### src/rtl/uart_tx_fifo.sv
`default_nettype none
// ============================================================================
// Module   : uart_tx_fifo
// Brief    : UART transmitter with a transmit FIFO, runtime baud divider,
//            selectable parity and one or two stop bits.
// Revision : 1.0 - initial release
// ============================================================================
module uart_tx_fifo #(
    parameter int PAYLOAD_BITS = 8,
    parameter int FIFO_DEPTH   = 4,
    parameter int DIV_W        = 16
) (
    input  logic                               clk,
    input  logic                               resetn,
    input  logic                               wr_en,
    input  logic [PAYLOAD_BITS-1:0]            wr_data,
    output logic                               wr_ready,
    output logic                               overflow,
    input  logic [DIV_W-1:0]                   divider,
    input  logic [1:0]                         parity_mode,
    input  logic                               two_stop,
    output logic [$clog2(FIFO_DEPTH+1)-1:0]    fifo_level,
    output logic                               tx_busy,
    output logic                               tx_idle,
    output logic                               uart_txd
);

    localparam int LVL_W = $clog2(FIFO_DEPTH + 1);
    localparam int PTR_W = $clog2(FIFO_DEPTH);
    localparam int BC_W  = $clog2(PAYLOAD_BITS);

    typedef enum logic [2:0] {
        S_IDLE   = 3'd0,
        S_START  = 3'd1,
        S_DATA   = 3'd2,
        S_PARITY = 3'd3,
        S_STOP1  = 3'd4,
        S_STOP2  = 3'd5
    } state_t;

    logic [PAYLOAD_BITS-1:0] mem_q [FIFO_DEPTH];
    logic [PTR_W-1:0]        wr_ptr_q, rd_ptr_q;
    logic [LVL_W-1:0]        count_q;
    logic                    overflow_q;

    state_t                  state_q, state_d;
    logic [DIV_W-1:0]        cnt_q, cnt_d;
    logic [BC_W-1:0]         bit_q, bit_d;
    logic [PAYLOAD_BITS-1:0] sh_q, sh_d;
    logic [DIV_W-1:0]        div_q, div_d;
    logic                    par_en_q, par_en_d;
    logic                    par_bit_q, par_bit_d;
    logic                    two_q, two_d;
    logic                    txd_q, txd_d;

    logic                    w_push, w_pop, w_bit_end, w_frame_end;
    logic [PAYLOAD_BITS-1:0] w_head;

    assign wr_ready   = (count_q != LVL_W'(FIFO_DEPTH));
    assign w_push     = wr_en && wr_ready;
    assign w_head     = mem_q[rd_ptr_q];
    assign overflow   = overflow_q;
    assign fifo_level = count_q;
    assign tx_busy    = (state_q != S_IDLE);
    assign tx_idle    = (count_q == '0) && (state_q == S_IDLE);
    assign uart_txd   = txd_q;

    always_ff @(posedge clk) begin
        if (w_push) begin
            mem_q[wr_ptr_q] <= wr_data;
        end
    end

    always_ff @(posedge clk) begin
        if (!resetn) begin
            wr_ptr_q   <= '0;
            rd_ptr_q   <= '0;
            count_q    <= '0;
            overflow_q <= 1'b0;
        end else begin
            overflow_q <= wr_en && !wr_ready;
            if (w_push) wr_ptr_q <= wr_ptr_q + PTR_W'(1);
            if (w_pop)  rd_ptr_q <= rd_ptr_q + PTR_W'(1);
            if (w_push && !w_pop)      count_q <= count_q + LVL_W'(1);
            else if (w_pop && !w_push) count_q <= count_q - LVL_W'(1);
        end
    end

    assign w_bit_end   = (cnt_q == div_q);
    // A new frame may load from idle or on the very last cycle of the last stop bit.
    assign w_frame_end = (state_q == S_IDLE) ||
                         (w_bit_end && ((state_q == S_STOP2) ||
                                        ((state_q == S_STOP1) && !two_q)));

    always_comb begin
        state_d   = state_q;
        cnt_d     = cnt_q;
        bit_d     = bit_q;
        sh_d      = sh_q;
        div_d     = div_q;
        par_en_d  = par_en_q;
        par_bit_d = par_bit_q;
        two_d     = two_q;
        txd_d     = txd_q;
        w_pop     = 1'b0;

        case (state_q)
            S_IDLE: begin
                cnt_d = '0;
                txd_d = 1'b1;
            end
            S_START: begin
                if (w_bit_end) begin
                    cnt_d   = '0;
                    bit_d   = '0;
                    state_d = S_DATA;
                    txd_d   = sh_q[0];
                end else begin
                    cnt_d = cnt_q + DIV_W'(1);
                end
            end
            S_DATA: begin
                if (w_bit_end) begin
                    cnt_d = '0;
                    sh_d  = sh_q >> 1;
                    if (bit_q == BC_W'(PAYLOAD_BITS - 1)) begin
                        state_d = par_en_q ? S_PARITY : S_STOP1;
                        txd_d   = par_en_q ? par_bit_q : 1'b1;
                    end else begin
                        bit_d = bit_q + BC_W'(1);
                        txd_d = sh_q[1];
                    end
                end else begin
                    cnt_d = cnt_q + DIV_W'(1);
                end
            end
            S_PARITY: begin
                if (w_bit_end) begin
                    cnt_d   = '0;
                    state_d = S_STOP1;
                    txd_d   = 1'b1;
                end else begin
                    cnt_d = cnt_q + DIV_W'(1);
                end
            end
            S_STOP1: begin
                if (w_bit_end) begin
                    cnt_d   = '0;
                    state_d = two_q ? S_STOP2 : S_IDLE;
                    txd_d   = 1'b1;
                end else begin
                    cnt_d = cnt_q + DIV_W'(1);
                end
            end
            S_STOP2: begin
                if (w_bit_end) begin
                    cnt_d   = '0;
                    state_d = S_IDLE;
                    txd_d   = 1'b1;
                end else begin
                    cnt_d = cnt_q + DIV_W'(1);
                end
            end
            default: begin
                state_d = S_IDLE;
                cnt_d   = '0;
                txd_d   = 1'b1;
            end
        endcase

        // Frame configuration is captured here and held until the next load.
        if (w_frame_end && (count_q != '0)) begin
            w_pop     = 1'b1;
            state_d   = S_START;
            cnt_d     = '0;
            bit_d     = '0;
            sh_d      = w_head;
            div_d     = divider;
            par_en_d  = (parity_mode == 2'b01) || (parity_mode == 2'b10);
            par_bit_d = (^w_head) ^ (parity_mode == 2'b10);
            two_d     = two_stop;
            txd_d     = 1'b0;
        end
    end

    always_ff @(posedge clk) begin
        if (!resetn) begin
            state_q   <= S_IDLE;
            cnt_q     <= '0;
            bit_q     <= '0;
            sh_q      <= '0;
            div_q     <= '0;
            par_en_q  <= 1'b0;
            par_bit_q <= 1'b0;
            two_q     <= 1'b0;
            txd_q     <= 1'b1;
        end else begin
            state_q   <= state_d;
            cnt_q     <= cnt_d;
            bit_q     <= bit_d;
            sh_q      <= sh_d;
            div_q     <= div_d;
            par_en_q  <= par_en_d;
            par_bit_q <= par_bit_d;
            two_q     <= two_d;
            txd_q     <= txd_d;
        end
    end

endmodule
`default_nettype wire
### config.mk
export PLATFORM = sky130hd
export DESIGN_NAME = uart_tx_fifo
export DESIGN_NICKNAME = d
export VERILOG_FILES = /design/src/rtl/uart_tx_fifo.sv
export SDC_FILE = /design/constraint.sdc
export NUM_CORES = 1
export LEC_CHECK = 0
export ABC_AREA = 0
export ABC_CLOCK_PERIOD_IN_PS = 2400
export BUFFER_PORTS_ARGS = -buffer_cell sky130_fd_sc_hd__buf_2
export CORE_MARGIN = 5
export CORE_UTILIZATION = 55
export CTS_BUF_LIST = sky130_fd_sc_hd__clkbuf_8
export DETAILED_ROUTE_END_ITERATION = 12
export HOLD_SLACK_MARGIN = 0.02
export PLACE_DENSITY = 0.83
export SLEW_MARGIN = 5
export SYNTH_ARGS = -nofsm -noshare
export SYNTH_HDL_FRONTEND = slang
export SYNTH_SLANG_ARGS = --single-unit
### constraint.sdc
create_clock -name clk -period 2.4 [get_ports clk]
set_input_delay 0.24 -clock clk [delete_from_list [all_inputs] [get_ports clk]]
set_output_delay 0.24 -clock clk [all_outputs]
set_load 0.01 [all_outputs]
==> reports/metrics.yaml, run 1 <==
status: "finished clean"
synth_top_family_by_area: "simple AND/OR/NAND/NOR gates"
netlist_area_mm2: 0.00402
cts_made_buffers: 9
synth_flop_cell: "dfxtp_1"
core_area_mm2: 0.00718
post_cts_buffers: 0
post-route-period-util_pct: 95.1
drive_above_1_share_pct: 21.2
hold_buffers: 0
total_power_w: 0.00513
syn-num-nets: 402
htreeDepth: 3
crit_path_start_kind: "flop"
die_y_um: 95.5
timing.fmax_ghz: 0.438
ys_top_cells_by_count: "dfxtp_1, nor2_1, edfxtp_1, xnor2_1, mux2i_1"
placed_cells: 489
gp_congestion: 0.822
ios: 38
yosysTopAreaCell: "dfxtp_1"
max_slew_margin_pct: 61.8
yosys.area_share.simple_pct: 15.1
cp_cell_sequence: "inv_4 -> or3_1 -> and3_1 -> o21a_1 -> inv_2 -> ha_4 -> inv_2 -> fa_2 -> xor2_1 -> or3_1 -> a21oi_2"
r2r-start: "state_q[2]"
drc: 0
n_antenna_cell: 0
hold_class: "primary input to flop"
yosysMostFrequentCell: "dfxtp_1"
cts.sink_count: 92
synthToLayoutAreaGrowth_pct: 13.2
path_buf_inv: 3
r2r-end: "fifo_level[2]"
synthCells: 362
grt_usage_pct: 18.4
die_area_mm2: 0.00913
gr-total-overflow: 0
cap_violations: 0
finClkSkew_ns: 0.0167
synthArstFlopShare_pct: 0
crit_cells: 11
synth_compound_area_share_pct: 4.82
pwr_density_cell_mw_per_mm2: 1130
fin_nets: 441
cpPeakStageDelay_ns: 0.40
slew_viol_final: 0
setup_viol: 0
crit_required_ns: 2.68
leakagePower_nw: 1.74
min_period_ns: 2.28
insertion_delay_ns: 0.36
final_cell_count_no_fill: 505
grt_pass1_vias: 2700
yosysTopAreaCellShare_pct: 29.9
cts_tree: "built"
synth_mux_area_share_pct: 10.9
dp_hpwl_um: 5420
drtIter0Drc: 136
worst_slew_pin_slew_ns: 0.569
initial_core_util_pct: 56.1
routed_wl_um: 7670
via_count: 2708
rsz0062_at_grt: "true"
synth_xor_area_share_pct: 8.71
first_pass_iters: 4
fin_util_pct: 63.5
synth_top_cells_by_area: "dfxtp_1, edfxtp_1, xnor2_1"
root_buffer: "clkbuf_8"
rows: 31
finalHoldViolations: 0
cp.arrival_ns: 2.57
antenna_left: 0
vias_per_cell: 5.36
endpoint: "fifo_level[2]"
yosys.cell_types.count: 39
ir_drop_mv: 0.702
path_max_fanout: 7
cp-startpoint: "state_q[2]"
ys_seq_elements: 92
wl_per_cell_um: 15.2
clockBufferDepth: 2
cp_slowest_cell: "dfxtp_4"
portBuffers: 37
worst_hold_slack_ns: 0.0938
placed_area_mm2: 0.00433
crit_path_end_kind: "flop"
synth_fa_ha_area_share_pct: 3.30
synth-edff-count: 32
design_area_mm2: 0.00455
crit_type: "flop to flop"
yosysSeqAreaShare_pct: 53.7
reg2regPathDepth: 11
cp_top_family: "simple AND/OR/NAND/NOR gates"
grt_max_degree: 28
rrSetupSlack_ns: 0.12
synth-warning-count: 0
grt_pass1_wl_um: 12700
postSynthAreaPerCell_um2: 11.1
antenna_found_initial: 0
die_x_um: 95.5
clk_pin_slew_ns: 0.09
==> cell type report <==
type	count	area [um2]
Multi-Input combinational cell	242	1740
Timing Repair Buffer	45	245
Sequential cell	92	2180
Fill cell	527	2620
Tap cell	99	124
Clock buffer	9	124
Inverter	11	43.8
Clock inverter	7	97.6
==> stage by stage <==
step                      TNS, ns  worst slack, ns
after floorplan           -0.0801          -0.0801
after global placement          0            0.222
after detailed placement        0            0.171
after CTS                       0            0.136
after global routing      -0.0348          -0.0348
final                           0            0.117
==> worst register-to-register path, delay by kind of cell (launching register included) <==
| kind | cells | cell delay [ns] |
|---|---|---|
| AND/OR/NAND/NOR | 3 | 0.80 |
| XOR/XNOR | 1 | 0.16 |
| adder cells (fa/ha/maj) | 2 | 0.45 |
| AO/OA/AOI/OAI | 2 | 0.24 |
| flip-flops | 1 | 0.40 |
| buffers and inverters | 3 | 0.16 |
==> report_power, final <==
part	total [W]	switching, W	internal [W]
Combinational	0.00185	0.00100	0.000844
Sequential	0.00213	0.000211	0.00192
Clock	0.00115	0.000558	0.000594
Total	0.00513	0.00177	0.00336
==> sequential cells by signal, summed over array words and instances, names as in the netlist, named ones only <==
signal      flops
state_q         3
overflow        1
rd_ptr_q        2
wr_ptr_q        2
cnt_q          16
par_bit_q       1
uart_txd        1
sh_q            8
mem_q          32
fifo_level      3
par_en_q        1
div_q          16
bit_q           3
two_q           1
==> kinds of logic (layout without fill, tap and decap cells) <==
logic type,after synthesis,after routing
mux,34,34
compound gates,32,32
xor+xnor,40,40
flops,92,92
simple gates,126,126
fa+ha+maj,10,10
buf+inv,28,72
==> timing repair <==
action,CTS,global route
hold endpoints to repair,0,0
resized for setup,0,3
endpoints found under the setup margin,0,1
==> layer usage <==
metal	global-route usage, %	share of wire (%)	up-vias
met5	0	0	-
met4	6.64	1.4	0
met3	4.74	4.8	7
met2	30.1	49	62
met1	23.6	45	1298
li1	-	-	1341
==> layout by cell type (no fill, tap or decap), types with 2 or more instances in the layout <==
master | Yosys | layout
edfxtp_1 | 32 | 32
nand4_1 | 8 | 8
a21oi_1 | 10 | 9
clkbuf_8 | 0 | 9
xor2_1 | 8 | 8
mux2i_1 | 26 | 26
nand2_1 | 22 | 22
bufinv_16 | 0 | 2
dfxtp_1 | 60 | 51
inv_6 | 0 | 3
or3_1 | 5 | 5
and2_1 | 2 | 2
o21ai_0 | 7 | 7
nor2b_1 | 2 | 2
dfxtp_2 | 0 | 8
a211oi_1 | 5 | 5
inv_1 | 8 | 7
and3_1 | 14 | 14
a31oi_1 | 5 | 5
mux4_2 | 8 | 8
nor2_1 | 52 | 52
inv_2 | 2 | 3
nand3_1 | 11 | 11
buf_2 | 1 | 37
nor3_1 | 2 | 2
nand2b_1 | 3 | 3
xnor2_1 | 32 | 32
ha_1 | 9 | 8
buf_4 | 4 | 8
==> worst min path at each step <==
stage                from     endpoint  slack [ns]  cells after the start
3_3_place_gp     cnt_q[0]     cnt_q[0]        0.45                      1
4_1_cts        wr_data[3]  mem_q[2][3]        0.08                      1
2_1_floorplan  wr_data[0]  mem_q[0][0]        0.34                      0
6_report       wr_data[3]  mem_q[0][3]        0.09                      1
3_5_place_dp   wr_data[3]  mem_q[0][3]        0.46                      1
5_1_grt        wr_data[3]  mem_q[3][3]        0.07                      1
Note: power is estimated with default switching activity, not from simulation.
==> inputs of run 2 (changes only) <==
--- a/config.mk
+++ b/config.mk
@@ -6,14 +6,14 @@
 export NUM_CORES = 1
 export LEC_CHECK = 0
 export ABC_AREA = 0
-export ABC_CLOCK_PERIOD_IN_PS = 2400
+export ABC_CLOCK_PERIOD_IN_PS = 2300
 export BUFFER_PORTS_ARGS = -buffer_cell sky130_fd_sc_hd__buf_2
 export CORE_MARGIN = 5
-export CORE_UTILIZATION = 55
+export CORE_UTILIZATION = 61
 export CTS_BUF_LIST = sky130_fd_sc_hd__clkbuf_8
 export DETAILED_ROUTE_END_ITERATION = 12
 export HOLD_SLACK_MARGIN = 0.02
-export PLACE_DENSITY = 0.83
+export PLACE_DENSITY = 0.87
 export SLEW_MARGIN = 5
 export SYNTH_ARGS = -nofsm -noshare
 export SYNTH_HDL_FRONTEND = slang
==> constraint.sdc (replaced) <==
create_clock -name clk -period 2.3 [get_ports clk]
set_input_delay 0.23 -clock clk [delete_from_list [all_inputs] [get_ports clk]]
set_output_delay 0.23 -clock clk [all_outputs]
set_load 0.01 [all_outputs]
==> run 2 against run 1 <==
Clock-buffer cell count stayed put. Global-route usage rose by 1.2 points. Combinational power rose by 9.7%. First-iteration DRC count grew 58%. Critical endpoint unchanged.
==> reports/metrics.yaml, run 2 (synthesis gave the netlist of run 1 again) <==
status: "finished clean"  # unchanged
setup_viol: 0  # unchanged
root_buffer: "clkbuf_8"  # unchanged
rsz0062_at_grt: "true"  # unchanged
die_y_um: 91.2  # was 95.5 um
crit_path_end_kind: "flop"  # unchanged
finalHoldViolations: 0  # unchanged
fin_util_pct: 71.6  # was 63.5%
grt_pass1_vias: 2715  # was 2,700
path_max_fanout: 6  # was 7
grt_pass1_wl_um: 13100  # was 12,700 um
cp_cell_sequence: "inv_4 -> or3_1 -> and3_1 -> o21a_1 -> inv_2 -> ha_4 -> inv_2 -> fa_2 -> xor2_1 -> or3_1 -> a21oi_2"  # unchanged
cts.sink_count: 92  # unchanged
initial_core_util_pct: 63.0  # was 56.1%
cp_top_family: "simple AND/OR/NAND/NOR gates"  # unchanged
ios: 38  # unchanged
layout_commonest_cell: "nor2_1"  # unchanged
cts_made_buffers: 9  # unchanged
core_area_mm2: 0.00639  # was 0.00718 mm2
via_count: 2800  # was 2,708
wl_per_cell_um: 16.1  # was 15.2 um
grt_max_degree: 28  # unchanged
drc: 0  # unchanged
portBuffers: 37  # unchanged
drive_above_1_share_pct: 24.2  # was 21.2%
insertion_delay_ns: 0.37  # was 0.36 ns
finClkSkew_ns: 0.00850  # was 0.0167 ns
cp_slowest_cell: "dfxtp_4"  # unchanged
synthToLayoutAreaGrowth_pct: 13.7  # was 13.2%
cts_tree: "built"  # unchanged
crit_required_ns: 2.60  # was 2.68 ns
drtIter0Drc: 215  # was 136
cp.arrival_ns: 2.58  # was 2.57 ns
ir_drop_mv: 0.633  # was 0.702 mV
cap_violations: 0  # unchanged
top_regs: "mem_q (32), cnt_q (16), div_q (16)"  # unchanged
antenna_found_initial: 0  # unchanged
antenna_left: 0  # unchanged
vias_per_cell: 5.70  # was 5.36
hold_buffers: 0  # unchanged
crit_path_start_kind: "flop"  # unchanged
clockBufferDepth: 2  # unchanged
fin_nets: 449  # was 441
setup_slack_ns: 0.0249  # was 0.117 ns
max_slew_margin_pct: 61.6  # was 61.8%
crit_type: "flop to flop"  # unchanged
clk_pin_slew_ns: 0.10  # was 0.09 ns
timing.fmax_ghz: 0.440  # was 0.438 GHz
place_ws_ns: 0.0462  # was 0.171 ns
layout_common_cells: "nor2_1, dfxtp_1, buf_2, edfxtp_1, xnor2_1"  # was nor2_1, dfxtp_1, buf_2, xnor2_1, edfxtp_1
die_area_mm2: 0.00832  # was 0.00913 mm2
die_x_um: 91.2  # was 95.5 um
htreeDepth: 3  # unchanged
first_pass_iters: 4  # unchanged
routed_wl_um: 7880  # was 7670 um
largest_reg_flops: 32  # unchanged
regMostFlops: "mem_q"  # unchanged
gr-total-overflow: 0  # unchanged
post-route-period-util_pct: 98.9  # was 95.1%
pwr_density_cell_mw_per_mm2: 1150  # was 1130 mW/mm2
leakagePower_nw: 1.78  # was 1.74 nW
n_antenna_cell: 0  # unchanged
grt_usage_pct: 19.6  # was 18.4%
worst_slew_pin_slew_ns: 0.573  # was 0.569 ns
gp_congestion: 0.871  # was 0.822
hold_class: "primary input to flop"  # unchanged
rows: 29  # was 31
fill_cells: 437  # was 527
min_period_ns: 2.28  # about the same
dp_hpwl_um: 5420  # about the same
path_buf_inv: 3  # unchanged
cpPeakStageDelay_ns: 0.40  # about the same
slew_viol_final: 0  # unchanged
[run 2: metal layers]
layer  vias up  GRT usage [%]  routed length (um)
met4         0           5.50                 105
li1       1358              -                   -
met5         -              0                   0
met3        11           5.29                 463
met2        78           31.4                3890
met1      1353           26.4                3430
[run 2: final timing paths]
| kind | startpoint | end | slack, ns | cells past startpoint |
|---|---|---|---|---|
| max | state_q[2] | fifo_level[2] | 0.02 | 11 |
| min | wr_data[2] | mem_q[0][2] | 0.07 | 1 |
| max reg2reg | state_q[2] | fifo_level[2] | 0.02 | 11 |
| min reg2reg | bit_q[0] | bit_q[0] | 0.48 | 2 |
[run 2: stage by stage]
stage,instance area [um2],hold slack [ns],power (W),setup TNS [ns],instances
floorplan,4060,0.329,0.00379,-0.279,362
global placement,4340,0.440,0.00411,0,472
detailed placement,4340,0.447,0.00420,0,472
CTS,4530,0.0591,0.00524,0,488
global route,4580,0.0530,0.00562,-0.0815,491
finish,4580,0.0715,0.00528,0,491
[run 2: layout make-up]
class	instances	area, um2	area share, %
Tap cell	77	96.3	2.11
Clock buffer	9	124	2.71
Timing Repair Buffer	53	305	6.67
Multi-Input combinational cell	242	1760	38.4
Clock inverter	7	67.6	1.48
Sequential cell	92	2180	47.6
Inverter	11	43.8	0.957
[run 2: worst reg2reg max path, delay by kind of cell (launching register included)]
kind / cells / cell delay, ns
simple gates: 3 / 0.79
fa+ha+maj: 2 / 0.46
flops: 1 / 0.40
compound gates: 2 / 0.25
buf+inv: 3 / 0.17
xor+xnor: 1 / 0.15
[run 2: report_power, final]
part / switching [W] / internal [W] / leakage (nW) / total (W)
Combinational: 0.00110 / 0.000934 / 0.888 / 0.00203
Sequential: 0.000221 / 0.00200 / 0.789 / 0.00223
Clock: 0.000607 / 0.000418 / 0.0989 / 0.00103
Total: 0.00192 / 0.00336 / 1.78 / 0.00528
[run 2: timing repair]
item | 4_1_cts | 5_1_grt
gates resized for setup | 0 | 8
setup endpoints to repair | 0 | 3
buffers inserted | 0 | 3
